==> src/rtl/gate_bist_pkg.sv <==
// Shared types, constants and the gate truth-table function for gate_bist.
package gate_bist_pkg;

  localparam int unsigned Y_W   = 8;
  localparam int unsigned VEC_W = 2;
  localparam int unsigned CNT_W = 8;

  // Bit positions of each gate output within y
  localparam int unsigned Y_BUF  = 0;
  localparam int unsigned Y_AND  = 1;
  localparam int unsigned Y_OR   = 2;
  localparam int unsigned Y_XOR  = 3;
  localparam int unsigned Y_NOT  = 4;
  localparam int unsigned Y_NAND = 5;
  localparam int unsigned Y_NOR  = 6;
  localparam int unsigned Y_XNOR = 7;

  typedef enum logic [1:0] {
    ST_IDLE   = 2'd0,
    ST_SETTLE = 2'd1,
    ST_CHECK  = 2'd2,
    ST_DONE   = 2'd3
  } state_e;

  // Expected gate-block response for one input vector
  function automatic logic [Y_W-1:0] gate_expect(input logic a, input logic b);
    logic [Y_W-1:0] e;
    e         = '0;
    e[Y_BUF]  = a;
    e[Y_AND]  = a & b;
    e[Y_OR]   = a | b;
    e[Y_XOR]  = a ^ b;
    e[Y_NOT]  = ~b;
    e[Y_NAND] = ~(a & b);
    e[Y_NOR]  = ~(a | b);
    e[Y_XNOR] = ~(a ^ b);
    return e;
  endfunction

endpackage

==> src/rtl/gate_bist_ref_model.sv <==
// Combinational expected-output generator for the gate block.
module gate_ref_model
  import gate_bist_pkg::*;
(
  input  logic           a,
  input  logic           b,
  output logic [Y_W-1:0] expected_c
);

  // Truth-table lookup for the currently driven vector
  always_comb begin
    expected_c = gate_expect(a, b);
  end

endmodule

==> src/rtl/gate_bist.sv <==
// Self-test sequencer for the two-input gate block: drives all four {a,b}
// vectors, checks y after a settle time, reports pass / fail mask.
// Optional build macro: GATE_BIST_CONT_EN (continuous back-to-back runs,
// results sticky until reset).
module gate_bist
  import gate_bist_pkg::*;
#(
  parameter int unsigned SETTLE = 1
) (
  input  logic             clk,
  input  logic             rst_n,
  input  logic             start,
  output logic             a,
  output logic             b,
  input  logic [Y_W-1:0]   y,
  output logic             busy,
  output logic             done,
  output logic             pass,
  output logic [Y_W-1:0]   fail_mask,
  output logic [VEC_W-1:0] first_fail_vec
);

  localparam logic [CNT_W-1:0] CNT_LAST = CNT_W'(SETTLE - 1);
  localparam logic [VEC_W-1:0] VEC_LAST = VEC_W'(3);

  state_e             state, state_n;
  logic [VEC_W-1:0]   vec, vec_n;
  logic [CNT_W-1:0]   cnt, cnt_n;
  logic [Y_W-1:0]     mask_n;
  logic [VEC_W-1:0]   ffv_n;
  logic               pass_n, busy_n, done_n;
  logic [Y_W-1:0]     expected_c;
  logic [Y_W-1:0]     mismatch_c;

  // Stimulus comes straight from the vector register
  assign a = vec[1];
  assign b = vec[0];

  gate_ref_model u_ref (
    .a          (a),
    .b          (b),
    .expected_c (expected_c)
  );

  assign mismatch_c = y ^ expected_c;

  // State register
  always_ff @(posedge clk) begin
    if (!rst_n) state <= ST_IDLE;
    else        state <= state_n;
  end

  // Next-state, datapath and output decode
  always_comb begin
    state_n = state;
    vec_n   = vec;
    cnt_n   = cnt;
    mask_n  = fail_mask;
    ffv_n   = first_fail_vec;
    pass_n  = pass;
    case (state)
      ST_IDLE: begin
        if (start) begin
          state_n = ST_SETTLE;
          vec_n   = '0;
          cnt_n   = '0;
          mask_n  = '0;
          ffv_n   = '0;
          pass_n  = 1'b0;
        end
      end
      ST_SETTLE: begin
        cnt_n = cnt + CNT_W'(1);
        if (cnt == CNT_LAST) state_n = ST_CHECK;
      end
      ST_CHECK: begin
        mask_n = fail_mask | mismatch_c;
        if ((fail_mask == '0) && (mismatch_c != '0)) ffv_n = vec;
        if (vec == VEC_LAST) begin
          state_n = ST_DONE;
          pass_n  = (mask_n == '0);
        end else begin
          state_n = ST_SETTLE;
          vec_n   = vec + VEC_W'(1);
          cnt_n   = '0;
        end
      end
      ST_DONE: begin
`ifdef GATE_BIST_CONT_EN
        state_n = ST_SETTLE;
        vec_n   = '0;
        cnt_n   = '0;
`else
        state_n = ST_IDLE;
`endif
      end
      default: state_n = ST_IDLE;
    endcase
    done_n = (state_n == ST_DONE);
    busy_n = (state_n == ST_SETTLE) || (state_n == ST_CHECK);
  end

  // Result, counter and status registers
  always_ff @(posedge clk) begin
    if (!rst_n) begin
      vec            <= '0;
      cnt            <= '0;
      fail_mask      <= '0;
      first_fail_vec <= '0;
      pass           <= 1'b0;
      busy           <= 1'b0;
      done           <= 1'b0;
    end else begin
      vec            <= vec_n;
      cnt            <= cnt_n;
      fail_mask      <= mask_n;
      first_fail_vec <= ffv_n;
      pass           <= pass_n;
      busy           <= busy_n;
      done           <= done_n;
    end
  end

endmodule

==> config.mk <==
export PLATFORM = sky130hd
export DESIGN_NAME = gate_bist
export DESIGN_NICKNAME = d
export VERILOG_FILES = /design/src/rtl/gate_bist_pkg.sv /design/src/rtl/gate_bist_ref_model.sv /design/src/rtl/gate_bist.sv
export SDC_FILE = /design/constraint.sdc
export NUM_CORES = 1
export LEC_CHECK = 0
export CAP_MARGIN = 25
export CORE_MARGIN = 1.5
export CORE_UTILIZATION = 53
export CTS_CLUSTER_DIAMETER = 100
export DETAILED_ROUTE_END_ITERATION = 8
export PLACE_DENSITY = 0.8
export SYNTH_ARGS = -nofsm -noshare
export SYNTH_HDL_FRONTEND = slang
export SYNTH_SLANG_ARGS = --single-unit
==> constraint.sdc <==
create_clock -name clk -period 3.1 [get_ports clk]
set_input_delay 0.465 -clock clk [delete_from_list [all_inputs] [get_ports clk]]
set_output_delay 0.465 -clock clk [all_outputs]
set_load 0.01 [all_outputs]
==> results of run 1 <==
-- metrics by stage --
step	instances	util
after floorplan	138	-
after global routing	191	0.6962
after CTS	191	0.6962
after detailed placement	187	0.6842
after global placement	187	0.6842
final	191	0.6962
-- cell type report --
| type | instances | area, sq um | area share |
|---|---|---|---|
| Clock buffer | 4 | 26.28 | 0.01723 |
| Tap cell | 28 | 35.03 | 0.02297 |
| Timing Repair Buffer | 26 | 257.7 | 0.1690 |
| Inverter | 4 | 15.01 | 0.009844 |
| Sequential cell | 25 | 500.5 | 0.3281 |
| Multi-Input combinational cell | 104 | 690.7 | 0.4528 |
-- kinds of logic after synthesis --
logic type | Yosys count | synth area share
and+or+nand+nor | 60 | 0.2614
DFF | 25 | 0.4069
AOI/OAI and AO/OA | 21 | 0.1139
xor gates and xnor gates | 14 | 0.09970
buffers and inverters | 9 | 0.03152
adders and majority gates | 6 | 0.06104
muxes | 3 | 0.02543
-- sequential cells by signal, indices dropped and copies added, names as in the netlist --
register        count
busy                1
cnt                 8
done                1
fail_mask           8
first_fail_vec      2
pass                1
state               2
vec                 2
-- path summary, 6_finish.rpt --
check | slack (ps) | depth (start not counted) | to | startpoint
worst max-delay path | 1010 | 6 | pass | vec[1]
worst min-delay path | 480 | 2 | first_fail_vec[0] | first_fail_vec[0]
worst max register to register | 1010 | 6 | pass | vec[1]
worst min register to register | 480 | 2 | first_fail_vec[0] | first_fail_vec[0]
-- per-layer routing --
metal  vias to the layer above  global-route usage
met4                         0             0.02703
met3                         2             0.05556
met2                        15              0.3571
li1                        530                   -
met1                       493              0.3130
met5                         -                   0
-- cells in the mapped netlist, types with 2 or more instances --
master     n
inv_1      4
a21oi_1    9
nand2b_1   2
nand3_1    6
a22oi_1    3
nor4b_1    2
o21ai_1    2
nor4_1     4
nand4_1    3
dfxtp_1   25
mux2i_1    2
nand2_1    9
xor2_1     8
nor2b_1    6
xnor2_1    6
ha_1       6
nor2_1    17
and2_1     5
buf_2      3
-- critical path: cells and delay by family, from the launching register on --
family | cells | cell delay [ps]
buffers and inverters | 1 | 80
XOR/XNOR | 1 | 170
flip-flops | 1 | 510
AO/OA/AOI/OAI | 1 | 260
AND/OR/NAND/NOR | 2 | 640
adder cells (fa/ha/maj) | 1 | 350
-- power by group --
part,switching (mW),internal (mW)
clock,0.0961,0.0504
combinational,0.0442,0.0449
sequential,0.00955,0.329
==> summary.txt, run 1 <==
Timing
  • Relative slew slack: 0.6259
  • Hold slack final: 479.1 ps
  • Worst-Margin Slew: 556.0 ps
  • Final WS setup: 1011 ps
  • Fin crit period: 2089 ps
  • Part of the cycle the worst path needs: 0.6738
  • RSZ-0062 raised after global routing: no
  • Setup TNS: 0 ps
  • Fin. Hold Viols: 0
  • Setup-failing EPs final: 0
  • Final max-slew violation count: 0
  • Max Fclk: 478.7 MHz
  • Clock skew: 3.406 ps

Critical path
  • Worst Path Arrival: 2330 ps
  • Crit end category: flip-flop
  • Slowest CP cell: nor4_1
  • Startpoint types: flip-flop
  • Kind of critical path: reg -> reg
  • Crit path required time: 3340 ps
  • Worst-path cell chain: inv_1, ha_1, xnor2_1, nor4_1, nand2_1, o31ai_1
  • Crit-path max FO: 8
  • Critical path's largest stage delay: 540 ps

GRT
  • Global route overflow: 0
  • Vias in the first global route: 986
  • Wire length of the first global-routing pass: 4422 microns
  • GRT Overall Usage: 0.2233
  • Largest net degree at the start of global routing: 14
  • Antenna violations before repair: 0

Logic synthesis
  • Gate Count Post-Synth: 138
  • EDFF count, synth: 0
  • Cell accounting for the most synthesized area: dfxtp_1
  • Warnings, synthesis: 0
  • Yosys top cell area share: 0.4069
  • Post-synth ARST share: 0
  • Library cells used by synthesis: 35
  • Seq/Total Area, Yosys: 0.4069
  • Total of flip-flops plus latches after synthesis: 25
  • Syn Nets: 155
  • Synthesized cell area: 1230 sq um
  • Top cells by area, synth: dfxtp_1 41%, ha_1 6.1%, xor2_1 5.7%
  • Ys flop type: dfxtp_1
  • Syn Area/Cell: 8.913 sq um

Detailed routing
  • M1 wire length: 1303 microns
  • DR vias/cell: 5.445
  • Met3 WL: 91 microns
  • Number of nets with antenna violations after routing: 0
  • Initial drt markers: 13
  • Final wirelength: 2562 microns
  • Max layer used: met4
  • DR WL/cell: 13.41 microns
  • Drt drc: 0
  • Via count: 1040
  • Pre-antenna DRT Iters: 4
  • Met2 WL: 1156 microns

Power and ir drop
  • Leakage: 0.5536 nW
  • VDD IR max: 0.3364 mV
  • Pwr Density: 376.6 nW/um^2
  • Total power: 0.5743 mW

Finish
  • Design area: 1525 sq um
  • Number of fill cells: 187
  • # diodes: 0
  • Nets: 181
  • Commonest cells after routing, fill and taps aside: 25 x dfxtp_1, 25 x clkdlybuf4s50_1, 17 x nor2_1, 9 x nand2_1, 9 x a21oi_1
  • Share of cells above drive strength 1: 0.06135
  • Area Overhead vs Synth: 24.01%

Clock tree
  • Max Root-Sink Buffers: 2
  • Root Driver: clkbuf_4
  • Clk Latency, worst-skew pair: 320 ps
  • Clock Sinks: 25
  • Total CTS buffers: 3
  • H-tree depth: 1
  • Post-CTS setup buffers: 0
  • Post-CTS Hold Fix Bufs: 0
  • Worst-path clk slew: 130 ps
  • Post-CTS sizing: 0
  • CTS tree: yes

Placed design
  • Placed Instance Area: 1499 sq um
  • DP HPWL: 2001 microns
  • Port Buffer Count: 25
  • Pre-CTS setup slack: 894.6 ps
  • Placer Congestion: 0.8691

Floorplanning
  • Full die area: 2618 sq um
  • Die W: 51.17 microns
  • # IOs: 26
  • Core box area: 2191 sq um
  • Initial Util: 0.5614
  • Die Height: 51.17 microns
  • Rows: 17

Run status
  • Status: finished clean

Job
  • MaxCap Viol Count: 0

Min path
  • Hold crit path type: reg -> reg
No activity file was read; power rests on OpenSTA's default activity.
==> run 2, diff against run 1 <==
--- a/config.mk
+++ b/config.mk
@@ -7,10 +7,10 @@
 export LEC_CHECK = 0
 export CAP_MARGIN = 25
 export CORE_MARGIN = 1.5
-export CORE_UTILIZATION = 53
+export CORE_UTILIZATION = 49
 export CTS_CLUSTER_DIAMETER = 100
 export DETAILED_ROUTE_END_ITERATION = 8
-export PLACE_DENSITY = 0.8
+export PLACE_DENSITY = 0.74
 export SYNTH_ARGS = -nofsm -noshare
 export SYNTH_HDL_FRONTEND = slang
 export SYNTH_SLANG_ARGS = --single-unit
==> constraint.sdc (replaced) <==
create_clock -name clk -period 2.18 [get_ports clk]
set_input_delay 0.327 -clock clk [delete_from_list [all_inputs] [get_ports clk]]
set_output_delay 0.327 -clock clk [all_outputs]
set_load 0.01 [all_outputs]
==> run 2 against run 1 <==
- final area up 1.9%
- setup slack worse by 720 ps
- utilization down 2.0 points
- combinational power up 46%
- clock power up 37%
- global-route usage down 2.1 points
- register-to-register slack worse by 720 ps
- non-clock buffer count up 3
- critical endpoint unchanged
- worst hold slack worse by 11 ps
==> summary.txt, run 2 (same netlist as run 1, synthesis figures left out) <==
Detailed routing
  • Met2 WL: 1107 microns (-4.2%)
  • Number of nets with antenna violations after routing: 0 (unchanged)
  • Met3 WL: 73 microns (-20%)
  • Drt drc: 0 (unchanged)
  • Pre-antenna DRT Iters: 4 (unchanged)
  • Initial drt markers: 20 (+7)
  • DR vias/cell: 5.304 (-2.6%)
  • M1 wire length: 1327 microns (+1.8%)
  • DR WL/cell: 12.99 microns (-3.1%)
  • Max layer used: met4
  • Via count: 1029 (-1.1%)
  • Final wirelength: 2521 microns (-1.6%)

Critical path
  • Crit-path max FO: 7 (-1)
  • Crit path buffers/inverters: 1 (unchanged)
  • Slowest CP cell: dfxtp_1
  • Critical path's largest stage delay: 500 ps (-40 ps)
  • Reg2Reg Depth: 6 (unchanged)
  • Crit end category: flip-flop
  • Startpoint types: flip-flop
  • Family with the most delay on the worst path: flip-flops
  • Number of cells on the critical path: 6 (unchanged)
  • Worst-path cell chain: inv_1, ha_1, xnor2_1, nor4_2, nand2_1, o31ai_1
  • Crit path required time: 2420 ps (-920 ps)
  • Worst Path Arrival: 2130 ps (-200 ps)
  • Kind of critical path: reg -> reg

Floorplanning
  • Full die area: 2820 sq um (+7.7%)
  • Rows: 17 (unchanged)
  • Die Height: 53.10 microns (+3.8%)
  • Initial Util: 0.5354 (-0.02599)
  • Core box area: 2297 sq um (+4.9%)
  • # IOs: 26 (unchanged)
  • Die W: 53.10 microns (+3.8%)

Placed design
  • Inst Count DP: 190 (+1.6%)
  • Placer Congestion: 0.8071 (-7.1%)
  • Pre-CTS setup slack: 186.2 ps (-708.4 ps)
  • Port Buffer Count: 25 (unchanged)
  • DP HPWL: 1908 microns (-4.6%)
  • Placed Instance Area: 1521 sq um (+1.5%)

GRT
  • GRT Overall Usage: 0.2026 (-0.02065)
  • Largest net degree at the start of global routing: 14 (unchanged)
  • Global route overflow: 0 (unchanged)
  • Vias in the first global route: 941 (-4.6%)
  • Antenna violations before repair: 0 (unchanged)
  • Wire length of the first global-routing pass: 4146 microns (-6.2%)

Clock tree
  • Worst-path clk slew: 120 ps (about the same)
  • Total CTS buffers: 3 (unchanged)
  • Clock Sinks: 25 (unchanged)
  • H-tree depth: 1 (unchanged)
  • Root Driver: clkbuf_4
  • Clk Latency, worst-skew pair: 310 ps (about the same)
  • CTS tree: yes
  • Max Root-Sink Buffers: 2 (unchanged)
  • Post-CTS setup buffers: 0 (unchanged)

Finish
  • End-of-flow core utilization: 0.6765 (-0.01970)
  • Area Overhead vs Synth: 26.35%
  • Number of fill cells: 199 (+6.4%)
  • Top Registers: cnt: 8 flops, fail_mask: 8 flops
  • Share of cells above drive strength 1: 0.08434 (+0.02299)
  • Commonest cells after routing, fill and taps aside: 25 x dfxtp_1, 25 x clkdlybuf4s50_1, 17 x nor2_1, 9 x nand2_1, 9 x a21oi_1
  • Non-filler cells, final: 194 (+1.6%)
  • Design area: 1554 sq um (+1.9%)
  • # diodes: 0 (unchanged)
  • Nets: 184 (+1.7%)

Timing
  • Final max-slew violation count: 0 (unchanged)
  • Max Fclk: 529.3 MHz (+11%)
  • RSZ-0062 raised after global routing: no
  • Fin crit period: 1889 ps (-199.6 ps)
  • Clock skew: 2.937 ps (-0.4688 ps)
  • Final WS setup: 290.7 ps (-720.4 ps)
  • Fin. Hold Viols: 0 (unchanged)
  • Relative slew slack: 0.7030 (+0.07708)
  • Setup TNS: 0 ps (unchanged)
  • Setup-failing EPs final: 0 (unchanged)
  • Hold slack final: 467.7 ps (-11.44 ps)
  • Worst-Margin Slew: 442.5 ps (-113.5 ps)
  • Part of the cycle the worst path needs: 0.8666 (+0.1928)

Power and ir drop
  • Total power: 0.8123 mW (+41%)
  • Leakage: 0.5693 nW (+2.8%)
  • Pwr Density: 522.7 nW/um^2 (+39%)
  • VDD IR max: 0.5127 mV (+52%)

Min path
  • Worst hold stages: 2 (unchanged)
  • Hold crit path type: reg -> reg

Job
  • MaxCap Viol Count: 0 (unchanged)

Run status
  • Status: finished clean
[run 2: power breakdown]
group	internal (mW)	switching (mW)	leakage, nW
clock network	0.0716	0.129	0.0150
registers	0.468	0.0137	0.202
logic	0.0668	0.0634	0.352
total	0.606	0.206	0.569
[run 2: timing repair]
item / 4_1_cts / 5_1_grt
setup endpoints to repair: 0 / 3
hold buffers: 0 / 0
resized for setup: 0 / 1
[run 2: final timing paths]
| path | start | end | slack (ps) |
|---|---|---|---|
| max | vec[0] | pass | 290 |
| min | first_fail_vec[0] | first_fail_vec[0] | 470 |
| max reg2reg | vec[0] | pass | 290 |
| min reg2reg | first_fail_vec[0] | first_fail_vec[0] | 470 |
[run 2: worst register-to-register path: stages (launching register included)]
cell	delay [ps]
dfxtp_1	500
inv_1	110
ha_1	340
xnor2_1	170
nor4_2	370
nand2_1	80
o31ai_1	240
[run 2: per-layer routing]
layer,vias to the layer above,global-route usage
met4,0,0.06410
met3,2,0.05932
li1,534,-
met5,-,0
met1,477,0.2837
met2,16,0.2958
[run 2: area by class of cell]
type	count	area [sq um]	area share
multi-input cells	104	696.9	0.4485
well taps	28	35.03	0.02254
inverters	4	15.01	0.009662
flip-flops and latches	25	500.5	0.3221
clock buffers	4	26.28	0.01691
repair buffers	29	280.3	0.1804
==> run 3, diff against run 2 <==
--- a/config.mk
+++ b/config.mk
@@ -9,6 +9,7 @@
 export CORE_MARGIN = 1.5
 export CORE_UTILIZATION = 49
 export CTS_CLUSTER_DIAMETER = 100
+export CTS_CLUSTER_SIZE = 12
 export DETAILED_ROUTE_END_ITERATION = 8
 export PLACE_DENSITY = 0.74
 export SYNTH_ARGS = -nofsm -noshare
==> results of run 3 <==
The final DEF is identical to that of run 2; final timing and power are the same.
